[config.mk]
export PLATFORM = sky130hd
export DESIGN_NAME = reset_sequencer
export DESIGN_NICKNAME = d
export VERILOG_FILES = /design/src/rtl/reset_sequencer.sv
export SDC_FILE = /design/constraint.sdc
export NUM_CORES = 1
export LEC_CHECK = 0
export CAP_MARGIN = 25
export CORE_ASPECT_RATIO = 1.25
export CORE_MARGIN = 2
export CORE_UTILIZATION = 50
export CTS_CLUSTER_SIZE = 12
export DETAILED_ROUTE_END_ITERATION = 10
export GPL_ROUTABILITY_DRIVEN = 1
export PLACE_DENSITY = 0.74
export SYNTH_ARGS = -nofsm -noshare
export SYNTH_HDL_FRONTEND = slang
export SYNTH_SLANG_ARGS = --single-unit
[constraint.sdc]
create_clock -name clk -period 2 [get_ports clk]
set_input_delay 0.3 -clock clk [delete_from_list [all_inputs] [get_ports clk]]
set_output_delay 0.3 -clock clk [all_outputs]
set_load 0.01 [all_outputs]
[src/rtl/reset_sequencer.sv]
// Reset sequencer: releases NUM_STAGES domain resets in index order, waiting for each
// stage's ready plus a settling delay, with per-stage timeout detection and software restart.
module reset_sequencer #(
  parameter int NUM_STAGES  = 3,
  parameter int HOLD_CYCLES = 16,
  parameter int STAGE_DELAY = 8,
  parameter int TIMEOUT     = 256
) (
  input  logic                                         clk,
  input  logic                                         reset,
  input  logic                                         sw_reset,
  input  logic [NUM_STAGES-1:0]                        stage_ready,
  output logic [NUM_STAGES-1:0]                        rst_out,
  output logic                                         all_ready,
  output logic                                         timeout_err,
  output logic [((NUM_STAGES > 1) ? $clog2(NUM_STAGES) : 1)-1:0] err_stage
);

  localparam int IW   = (NUM_STAGES > 1) ? $clog2(NUM_STAGES) : 1;
  localparam int MAXA = (HOLD_CYCLES > STAGE_DELAY) ? HOLD_CYCLES : STAGE_DELAY;
  localparam int MAXC = (MAXA > TIMEOUT) ? MAXA : TIMEOUT;
  localparam int CW   = $clog2(MAXC + 1);

  typedef enum logic [2:0] {
    ASSERT,
    WAIT_RDY,
    DELAY,
    DONE,
    ERROR
  } state_t;

  state_t                  state, stateNext;
  logic [CW-1:0]           cnt, cntNext;
  logic [IW-1:0]           idx, idxNext;
  logic [NUM_STAGES-1:0]   rstNext;
  logic                    allReadyNext;
  logic                    timeoutErrNext;
  logic [IW-1:0]           errStageNext;

  // Software restart shares the hardware reset values; hardware reset still wins by ordering.
  always_ff @(posedge clk) begin
    if (reset || sw_reset) begin
      state       <= ASSERT;
      cnt         <= '0;
      idx         <= '0;
      rst_out     <= '1;
      all_ready   <= 1'b0;
      timeout_err <= 1'b0;
      err_stage   <= '0;
    end else begin
      state       <= stateNext;
      cnt         <= cntNext;
      idx         <= idxNext;
      rst_out     <= rstNext;
      all_ready   <= allReadyNext;
      timeout_err <= timeoutErrNext;
      err_stage   <= errStageNext;
    end
  end

  // Next-state and next-output logic; the counter restarts from zero on every transition.
  always_comb begin
    stateNext      = state;
    cntNext        = cnt + 1'b1;
    idxNext        = idx;
    rstNext        = rst_out;
    allReadyNext   = all_ready;
    timeoutErrNext = timeout_err;
    errStageNext   = err_stage;

    case (state)
      ASSERT: begin
        if (cnt == CW'(HOLD_CYCLES - 1)) begin
          stateNext  = WAIT_RDY;
          cntNext    = '0;
          idxNext    = '0;
          rstNext[0] = 1'b0;
        end
      end

      WAIT_RDY: begin
        if (stage_ready[idx]) begin
          cntNext = '0;
          if (idx == IW'(NUM_STAGES - 1)) begin
            stateNext    = DONE;
            allReadyNext = 1'b1;
          end else begin
            stateNext = DELAY;
          end
        end else if ((TIMEOUT != 0) && (cnt == CW'(TIMEOUT - 1))) begin
          stateNext      = ERROR;
          cntNext        = '0;
          timeoutErrNext = 1'b1;
          errStageNext   = idx;
          rstNext        = '1;
          allReadyNext   = 1'b0;
        end
      end

      DELAY: begin
        if (cnt == CW'(STAGE_DELAY - 1)) begin
          stateNext = WAIT_RDY;
          cntNext   = '0;
          idxNext   = idx + 1'b1;
          rstNext   = rst_out & ~(NUM_STAGES'(2) << idx);
        end
      end

      DONE: begin
        cntNext      = cnt;
        allReadyNext = &stage_ready;
      end

      ERROR: begin
        cntNext        = cnt;
        rstNext        = '1;
        allReadyNext   = 1'b0;
        timeoutErrNext = 1'b1;
      end

      default: begin
        stateNext = ASSERT;
        cntNext   = '0;
        idxNext   = '0;
        rstNext   = '1;
      end
    endcase
  end

endmodule
==> run_results.csv <==
group,metric,value,unit
timing,max_freq,497,MHz
power,p_sw,0.145,mW
placement,post-dp-hpwl,2390,µm
synthesis,seq_area_frac_synth,0.339,
global_routing,grt_use_total,0.244,
timing,fin_hold_ws,0.467,ns
floorplanning,std_cell_rows,20,
synthesis,synthDistinctLibCells,42,
floorplanning,die_h,59.7,µm
synthesis,synth_edf_count,0,
final_layout,register_area,423,µm²
setup_path,r2r-start,"cnt[0]",
setup_path,crit_fanout,4,
final_layout,fin_cells,224,
global_routing,grt_pass1_wl,5620,µm
placement,port_buffers,12,
run_status,status,"finished, violations left",
final_layout,area_delta_synth_final,35.4,%
synthesis,synth_top_area_frac,0.339,
detailed_routing,num_vias,1297,
clocking,cts_buffers,3,
timing,relSlewSlack,0.608,
setup_path,critPathKind,"reg -> reg",
min_path,min_from,"timeout_err",
clocking,cts_root_buf,"clkbuf_4",
timing,clock_skew,0.00371,ns
synthesis,netlist_area,1240,µm²
synthesis,ys_seq_elements,21,
final_layout,drive_above_1_share,0.262,
timing,hold_viol_final,0,
setup_path,worst_ep_arrival_time,2.24,ns
clocking,clk_latency,0.30,ns
detailed_routing,wire_per_inst,14.8,µm
final_layout,stdcell_area,1680,µm²
floorplanning,die_area,2900,µm²
detailed_routing,drc,0,
synthesis,synth_area_leader_cell,"dfxtp_1",
clocking,path_clk_slew,0.11,ns
placement,finalWeightedCongestion,0.833,
global_routing,antenna_found_initial,0,
timing,rsz0062_at_grt,"true",
final_layout,fin_nets,204,
run_status,violations,"negative setup slack",
floorplanning,coreArea,2400,µm²
timing,fin_crit,2.01,ns
power,peakVddDrop,0.000392,V
timing,finalMaxSlewViolations,0,
power,comb_power_share,0.068,
power,p_sw_frac,0.217,
synthesis,async_reset_ff_frac,0,
placement,post-place-ws,-0.154,ns
power,power_frac_clock,0.300,
floorplanning,die_w,48.5,µm
power,seqPwrFrac,0.632,
min_path,hold_path_end,"timeout_err",
setup_path,crit_path_end_kind,"register",
setup_path,r2r_cells,11,
synthesis,synth.top_cells.by_count,"21 x dfxtp_1, 21 x nand2_1, 17 x nor2_1",
clocking,numClockSinks,21,
flow_run,drv_cap,0,
min_path,min_path_cells,1,
min_path,worstHoldPathType,"reg -> reg",
synthesis,synth_flop_cell,"dfxtp_1",
detailed_routing,vias_per_cell,5.79,
final_layout,diodes,0,
global_routing,grt_pass1_vias,1332,
synthesis,syn-num-nets,171,
power,pwr_density_cell,398,nW/µm²
setup_path,start_kind,"register",
setup_path,critPathRequiredTime,2.23,ns
detailed_routing,drtIter0Drc,29,
clocking,cts_max_level,1,
detailed_routing,drt-total-wl,3310,µm
detailed_routing,ant_nets,0,
synthesis,yosysWarnings,0,
timing,fin_setup_tns,-0.0127,ns
timing,worst_slack,-0.0127,ns
timing,tightest_slew,0.584,ns
detailed_routing,first_pass_iters,4,
placement,placed_area,1540,µm²
global_routing,grt_max_degree,12,
timing,setup_viol,1,
setup_path,reg2reg_to,"cnt[7]",
synthesis,syn_inst,159,
placement,place_inst,217,
power,p_int,0.523,mW
floorplanning,boundaryPins,13,
timing,fin_crit_sh,1.01,
final_layout,nFillCells,212,
clocking,cts_tree,"done",
power,p_leak,0.608,nW
synthesis,syn_area_per_cell,7.80,µm²
global_routing,grt-ovfl-total,0,
clocking,clockBufferDepth,2,
floorplanning,initial_core_util,0.516,
final_layout,multi_input_area,851,µm²
setup_path,ff2ff_setup_slack,-0.01,ns
synthesis,ys_top_cells_by_area,"dfxtp_1 34%, nand2_1 6.4%, ha_1 6.1%",
## cell type report
class / count / share of cell area
Inverter: 7 / 0.0156
Timing Repair Buffer: 37 / 0.186
Clock buffer: 4 / 0.0156
Tap cell: 33 / 0.0246
Multi-Input combinational cell: 122 / 0.507
Sequential cell: 21 / 0.252
## state kept, by name (all words and copies together) (netlist names), named ones only
signal	count
cnt	9
rst_out	2
all_ready	1
err_stage	2
idx	2
timeout_err	1
state	3
## metrics by stage
step / power (mW) / utilization
6_report: 0.668 / 0.699
5_1_grt: 0.706 / 0.699
4_1_cts: 0.684 / 0.677
3_5_place_dp: 0.473 / 0.641
3_3_place_gp: 0.471 / 0.641
2_1_floorplan: 0.447 / -
## placed cells by master (no fill, tap or decap), types with 2 or more instances in the layout
master           synthesis  layout
or4_1                    3       3
nand3_2                  0       3
or2_2                    2       2
mux2i_1                  4       4
ha_1                     6       4
clkbuf_4                 0       3
dfxtp_1                 21      19
a31oi_1                  5       5
buf_4                    0      24
nand2_1                 21      17
or3_4                    2       3
a21oi_1                 13      11
inv_1                    7       7
nor4b_2                  0       2
nand3b_1                 6       6
dfxtp_2                  0       2
a2111oi_0                2       2
nor2_1                  17      16
clkdlybuf4s50_1          0      12
nor3_1                   2       2
ha_4                     0       2
o21ai_1                  2       4
o221ai_1                 2       2
a21oi_2                  0       2
nand2_2                  0       3
nand3_1                  7       4
o211ai_1                 3       3
## logic make-up after synthesis
family                   after synthesis  synth area share
multiplexers                           4            0.0323
buffers and inverters                 16            0.0494
AO/OA/AOI/OAI                         40             0.214
AND/OR/NAND/NOR                       71             0.298
adder cells (fa/ha/maj)                6            0.0605
flip-flops                            21             0.339
XOR/XNOR                               1           0.00706
## power by group through the flow
stage          sequential [mW]  combinational [mW]  clock (mW)
2_1_floorplan            0.431              0.0158           0
3_3_place_gp             0.431              0.0410           0
3_5_place_dp             0.431              0.0427           0
4_1_cts                  0.422              0.0445       0.218
5_1_grt                  0.423              0.0500       0.233
6_report                 0.422              0.0453       0.201
## timing repair
item	CTS	global route
buffers inserted	3	0
setup endpoints to repair	13	13
gates resized for setup	8	15
hold buffers	0	0
hold endpoints to repair	0	0
pin swaps	5	14
## critical path: stages, from the launching register on
cell      delay, ns
dfxtp_2        0.35
ha_4           0.17
nand2_4        0.07
nor2_4         0.04
and3_4         0.18
ha_4           0.17
nor4b_2        0.26
o211ai_1       0.16
buf_4          0.19
a21oi_2        0.12
o21ai_1        0.07
a21oi_1        0.18
## routing by layer
metal / GRT usage / wire (µm)
met2: 0.454 / 1810
met5: 0 / 0
met4: 0.122 / 64
met3: 0.0400 / 79
met1: 0.273 / 1360
## worst max path at each step
stage | startpoint | to | depth (start not counted)
global route | cnt[0] | err_stage[1] | 9
CTS | cnt[0] | rst_out[2] | 9
floorplan | cnt[0] | err_stage[0] | 9
finish | cnt[0] | cnt[7] | 11
detailed placement | stage_ready[1] | rst_out[2] | 6
global placement | cnt[0] | cnt[2] | 11
Note: power is estimated with default switching activity, not from simulation.
